--- config.mk ---
export PLATFORM = sky130hd
export DESIGN_NAME = multicycle_control
export DESIGN_NICKNAME = d
export VERILOG_FILES = /design/src/rtl/multicycle_control.sv
export SDC_FILE = /design/constraint.sdc
export NUM_CORES = 1
export LEC_CHECK = 0
export CORE_UTILIZATION = 45
export DETAILED_ROUTE_END_ITERATION = 8
export GPL_TIMING_DRIVEN = 0
export PLACE_DENSITY = 0.85
export SYNTH_ARGS = -nofsm -noshare
export SYNTH_HDL_FRONTEND = slang
export SYNTH_SLANG_ARGS = --single-unit
--- constraint.sdc ---
create_clock -name clock -period 1.8 [get_ports clock]
set_input_delay 0.36 -clock clock [delete_from_list [all_inputs] [get_ports clock]]
set_output_delay 0.36 -clock clock [all_outputs]
set_load 0.02 [all_outputs]
--- src/rtl/multicycle_control.sv ---
// multicycle_control: multicycle MIPS control FSM (fetch/decode/exec/mem/wb).
// Ports: clock, reset_n, opcode, zero, mem_ready -> datapath strobes/selects,
// illegal_op pulse, debug state, retired-instruction counter.
module multicycle_control #(
   parameter int RETIRE_W = 32
) (
   input  logic                clock,
   input  logic                reset_n,
   input  logic [5:0]          opcode,
   input  logic                zero,
   input  logic                mem_ready,
   output logic                pc_write,
   output logic                pc_write_cond,
   output logic                i_or_d,
   output logic                mem_read,
   output logic                mem_write,
   output logic                ir_write,
   output logic                mem_to_reg,
   output logic                reg_dst,
   output logic                reg_write,
   output logic                alu_src_a,
   output logic [1:0]          alu_src_b,
   output logic [1:0]          alu_op,
   output logic [1:0]          pc_source,
   output logic                illegal_op,
   output logic [3:0]          state,
   output logic [RETIRE_W-1:0] retired
);

   typedef enum logic [3:0] {
      FETCH     = 4'd0,
      DECODE    = 4'd1,
      MEM_ADDR  = 4'd2,
      MEM_READ  = 4'd3,
      MEM_WB    = 4'd4,
      MEM_WRITE = 4'd5,
      EXECUTE   = 4'd6,
      R_CMPL    = 4'd7,
      BRANCH    = 4'd8,
      JUMP      = 4'd9,
      ADDI_EXEC = 4'd10,
      ADDI_WB   = 4'd11
   } state_t;

   localparam logic [5:0] OP_R    = 6'b000000;
   localparam logic [5:0] OP_LW   = 6'b100011;
   localparam logic [5:0] OP_SW   = 6'b101011;
   localparam logic [5:0] OP_BEQ  = 6'b000100;
   localparam logic [5:0] OP_J    = 6'b000010;
   localparam logic [5:0] OP_ADDI = 6'b001000;

   state_t               state_q, state_d;
   logic [RETIRE_W-1:0]  retired_q;
   logic                 illegal_q, illegal_d;
   logic                 retire;

   // branch condition is applied in the datapath, not here
   logic unused_zero;
   assign unused_zero = zero;

   logic is_r, is_mem, is_beq, is_j, is_addi;
   assign is_r    = (opcode == OP_R);
   assign is_mem  = (opcode == OP_LW) || (opcode == OP_SW);
   assign is_beq  = (opcode == OP_BEQ);
   assign is_j    = (opcode == OP_J);
   assign is_addi = (opcode == OP_ADDI);

   always_comb begin
      state_d   = FETCH;
      illegal_d = 1'b0;
      retire    = 1'b0;
      case (state_q)
         FETCH:     state_d = mem_ready ? DECODE : FETCH;
         DECODE: begin
            unique case (1'b1)
               is_mem:  state_d = MEM_ADDR;
               is_r:    state_d = EXECUTE;
               is_beq:  state_d = BRANCH;
               is_j:    state_d = JUMP;
               is_addi: state_d = ADDI_EXEC;
               default: begin
                  state_d   = FETCH;
                  illegal_d = 1'b1;
               end
            endcase
         end
         MEM_ADDR:  state_d = (opcode == OP_LW) ? MEM_READ : MEM_WRITE;
         MEM_READ:  state_d = mem_ready ? MEM_WB : MEM_READ;
         MEM_WB:    retire  = 1'b1;
         MEM_WRITE: begin
            state_d = mem_ready ? FETCH : MEM_WRITE;
            retire  = mem_ready;
         end
         EXECUTE:   state_d = R_CMPL;
         R_CMPL:    retire  = 1'b1;
         BRANCH:    retire  = 1'b1;
         JUMP:      retire  = 1'b1;
         ADDI_EXEC: state_d = ADDI_WB;
         ADDI_WB:   retire  = 1'b1;
         default:   state_d = FETCH;
      endcase
   end

   always_ff @(posedge clock or negedge reset_n) begin
      if (!reset_n) begin
         state_q   <= FETCH;
         retired_q <= '0;
         illegal_q <= 1'b0;
      end else begin
         state_q   <= state_d;
         illegal_q <= illegal_d;
         if (retire) retired_q <= retired_q + 1'b1;
      end
   end

   // every output is held low while reset is asserted
   always_comb begin
      pc_write      = 1'b0;
      pc_write_cond = 1'b0;
      i_or_d        = 1'b0;
      mem_read      = 1'b0;
      mem_write     = 1'b0;
      ir_write      = 1'b0;
      mem_to_reg    = 1'b0;
      reg_dst       = 1'b0;
      reg_write     = 1'b0;
      alu_src_a     = 1'b0;
      alu_src_b     = 2'b00;
      alu_op        = 2'b00;
      pc_source     = 2'b00;
      if (reset_n) begin
         case (state_q)
            FETCH: begin
               mem_read  = 1'b1;
               alu_src_b = 2'b01;
               ir_write  = mem_ready;
               pc_write  = mem_ready;
            end
            DECODE:    alu_src_b = 2'b11;
            MEM_ADDR: begin
               alu_src_a = 1'b1;
               alu_src_b = 2'b10;
            end
            MEM_READ: begin
               mem_read = 1'b1;
               i_or_d   = 1'b1;
            end
            MEM_WB: begin
               reg_write  = 1'b1;
               mem_to_reg = 1'b1;
            end
            MEM_WRITE: begin
               mem_write = 1'b1;
               i_or_d    = 1'b1;
            end
            EXECUTE: begin
               alu_src_a = 1'b1;
               alu_op    = 2'b10;
            end
            R_CMPL: begin
               reg_write = 1'b1;
               reg_dst   = 1'b1;
            end
            BRANCH: begin
               alu_src_a     = 1'b1;
               alu_op        = 2'b01;
               pc_write_cond = 1'b1;
               pc_source     = 2'b01;
            end
            JUMP: begin
               pc_write  = 1'b1;
               pc_source = 2'b10;
            end
            ADDI_EXEC: begin
               alu_src_a = 1'b1;
               alu_src_b = 2'b10;
            end
            ADDI_WB:   reg_write = 1'b1;
            default: ;
         endcase
      end
   end

   assign state      = state_q;
   assign retired    = retired_q;
   assign illegal_op = illegal_q & reset_n;

endmodule

==> metrics.cfg <==
[worst_setup_path]
worstPathRequired_ps = 1440
start_kind = flip-flop
crit_arrival_ps = 1580
crit_chain = buf_6, nand3b_1, nor3_4, buf_4, buf_6
crit_path_frequent_cell = buf_6
slowest_stage = dfrtp_1
r2r_setup_slack_ps = -60
crit_type = flip-flop to output pin
cpPeakStageDelay_ps = 410
crit_fanout = 8
end_kind = output pin

[place]
gp_congestion = 0.815
dp_hpwl_mm = 3.86
place_area_sq_um = 3020
port-buffer-count = 60

[floorplanning]
placementRows = 25
io_pins = 63
die_y_microns = 73.2
die_x_microns = 73.2
core_area_sq_um = 4790
start_util_pct = 47.7
dieArea_sq_um = 5360

[power]
vdd_drop_max_mv = 0.737
p_leak_nw = 1.80
power_density_nw_per_um2 = 634

[drt]
drtPass1Iterations = 4
via_count = 2198
antenna_left = 0
via_per_inst = 5.69
drt_iter0_drc = 111
routedWlPerCell_microns = 17.7
drcViolationCount = 0
finalWirelength_mm = 6.83

[synth]
syn_area_per_cell_sq_um = 10.0
ys.flop_type = dfrtp_1
synth_top_area_share_pct = 40.6
synthArstFlopShare_pct = 100
synth_cell_types = 47
syn_inst = 228
netlist_area_sq_um = 2280
synth_seq_area_share_pct = 40.6
synth-edff-count = 0
synth_area_leaders = dfrtp_1 (41%), xor2_1 (11%), nor4_2 (8.2%)
yosys_warnings = 0
syn-num-nets = 239
ys_ff_latch = 37
yosysTopAreaCell = dfrtp_1

[grt]
grt_pass1_vias = 2187
grtUsageMet3_pct = 4.56
antenna_found_initial = 0
grt.overflow.total = 0
use_met1_pct = 32.9
busiest_layer = met2
grt.total_usage_pct = 26.2
grt_pass1_wl_mm = 10.7
grt_max_degree = 20
grt_util_met2_pct = 43.7

[sta]
totalNegativeSetupSlack_ps = -2200
worst_slack_ps = -139
setup_viol = 36
slew_viol_final = 0
clock_skew_ps = 4.51
rsz0062_at_grt = true
period_share_pct = 108
tightest_slew_ps = 401
period_minus_slack_ps = 1940
finalHoldViolCount = 0
maxSlewHeadroom_pct = 73.2
fmax_ghz = 0.516

[clock_tree]
cts.sinks = 37
cts-buffers-inserted = 5
clockRootBuffer = clkbuf_8
clk_latency_ps = 300
h-tree-depth = 2
cts_tree = yes
clockBufferDepth = 2
cts.reportedPaths.clkPinSlew_ps = 80

[final_layout]
antenna-diode-count = 0
final_cell_mix = clkdlybuf4s50_1 (38), dfrtp_1 (33), xor2_1 (28)
syn_to_final_growth_pct = 58.6
fin_nets = 329
fill_cells = 293
finalInstanceArea_sq_um = 3620
layout-drive-gt1-share_pct = 33.9
final_common_cell = clkdlybuf4s50_1

[outcome]
failed_checks = negative setup slack
status = finished with violations

[job]
maxCapViolations = 0

[hold_path]
hold_class = input pin to asynchronous set/reset pin

==> per-stage QoR <==
step	utilization, %	hold slack, ps	power (mW)	std cells	setup slack (ps)
after floorplan	-	64.4	1.24	228	-91.7
after global placement	62.9	458	1.47	355	-2160
after detailed placement	63.2	217	1.48	356	-584
after CTS	72.7	24.3	2.24	380	-111
after global routing	75.6	24.1	2.39	386	-197
final	75.6	29.8	2.30	386	-139
==> critical path: cells and delay by family, from the launching register on <==
kind	cells	cell delay, ps
buffers and inverters	3	390
flip-flops	1	410
AND/OR/NAND/NOR	2	470
==> cells by family after synthesis <==
| family | count (synthesis) | share of synthesized area (%) |
|---|---|---|
| xor+xnor | 34 | 13.0 |
| fa+ha+maj | 1 | 0.548 |
| flops | 37 | 40.6 |
| compound gates | 20 | 5.87 |
| buf+inv | 24 | 5.32 |
| simple gates | 110 | 33.7 |
| mux | 2 | 0.932 |
==> power by group <==
| part | leakage [nW] | switching, mW | internal (mW) |
|---|---|---|---|
| combinational | 1.27 | 0.341 | 0.314 |
| clock | 0.0542 | 0.315 | 0.346 |
| sequential | 0.480 | 0.0933 | 0.887 |
==> Yosys cell counts (5+ instances only) <==
master	instances
dfrtp_1	37
xor2_1	28
nor4_2	15
nand2_1	14
nor3_1	14
nand3_1	12
nor2_1	12
clkbuf_1	7
inv_1	7
and4_1	6
nand4_1	6
xnor2_1	6
o21ai_0	5
==> layout make-up <==
type | instances | area (sq um) | area share (%)
tap | 67 | 83.8 | 2.32
buffer | 16 | 173 | 4.77
multi-input combinational | 167 | 1460 | 40.3
clock buffer | 7 | 96.3 | 2.66
timing repair buffer | 84 | 845 | 23.3
clock inverter | 1 | 5.00 | 0.138
inverter | 7 | 26.3 | 0.726
sequential | 37 | 931 | 25.7
==> per-layer routing <==
layer,vias to the layer above,share of wire (%)
met2,74,52
met4,0,2.2
met5,-,0
met1,1100,42
li1,1008,-
met3,16,4.0
==> path summary, 6_finish.rpt <==
kind / start / endpoint / depth (start not counted)
max: state[2] / pc_source[0] / 5
min: reset_n / retired[3] / 2
max reg2reg: state[1] / retired[14] / 7
min reg2reg: retired[31] / retired[31] / 1
max in group asynchronous: reset_n / retired[23] / 2
min in group clock: retired[31] / retired[31] / 1
==> state kept, by name (all words and copies together) (netlist names) <==
register	count
state	4
illegal_q	1
retired	32
==> timing repair <==
action / in CTS / in global routing
pin swaps: 21 / 13
setup buffers: 14 / 6
hold buffers: 1 / 0
gates cloned: 2 / 0
resized for setup: 118 / 30
setup endpoints to repair: 36 / 50
endpoints found under the hold margin: 7 / 0
No activity file was read; power rests on OpenSTA's default activity.
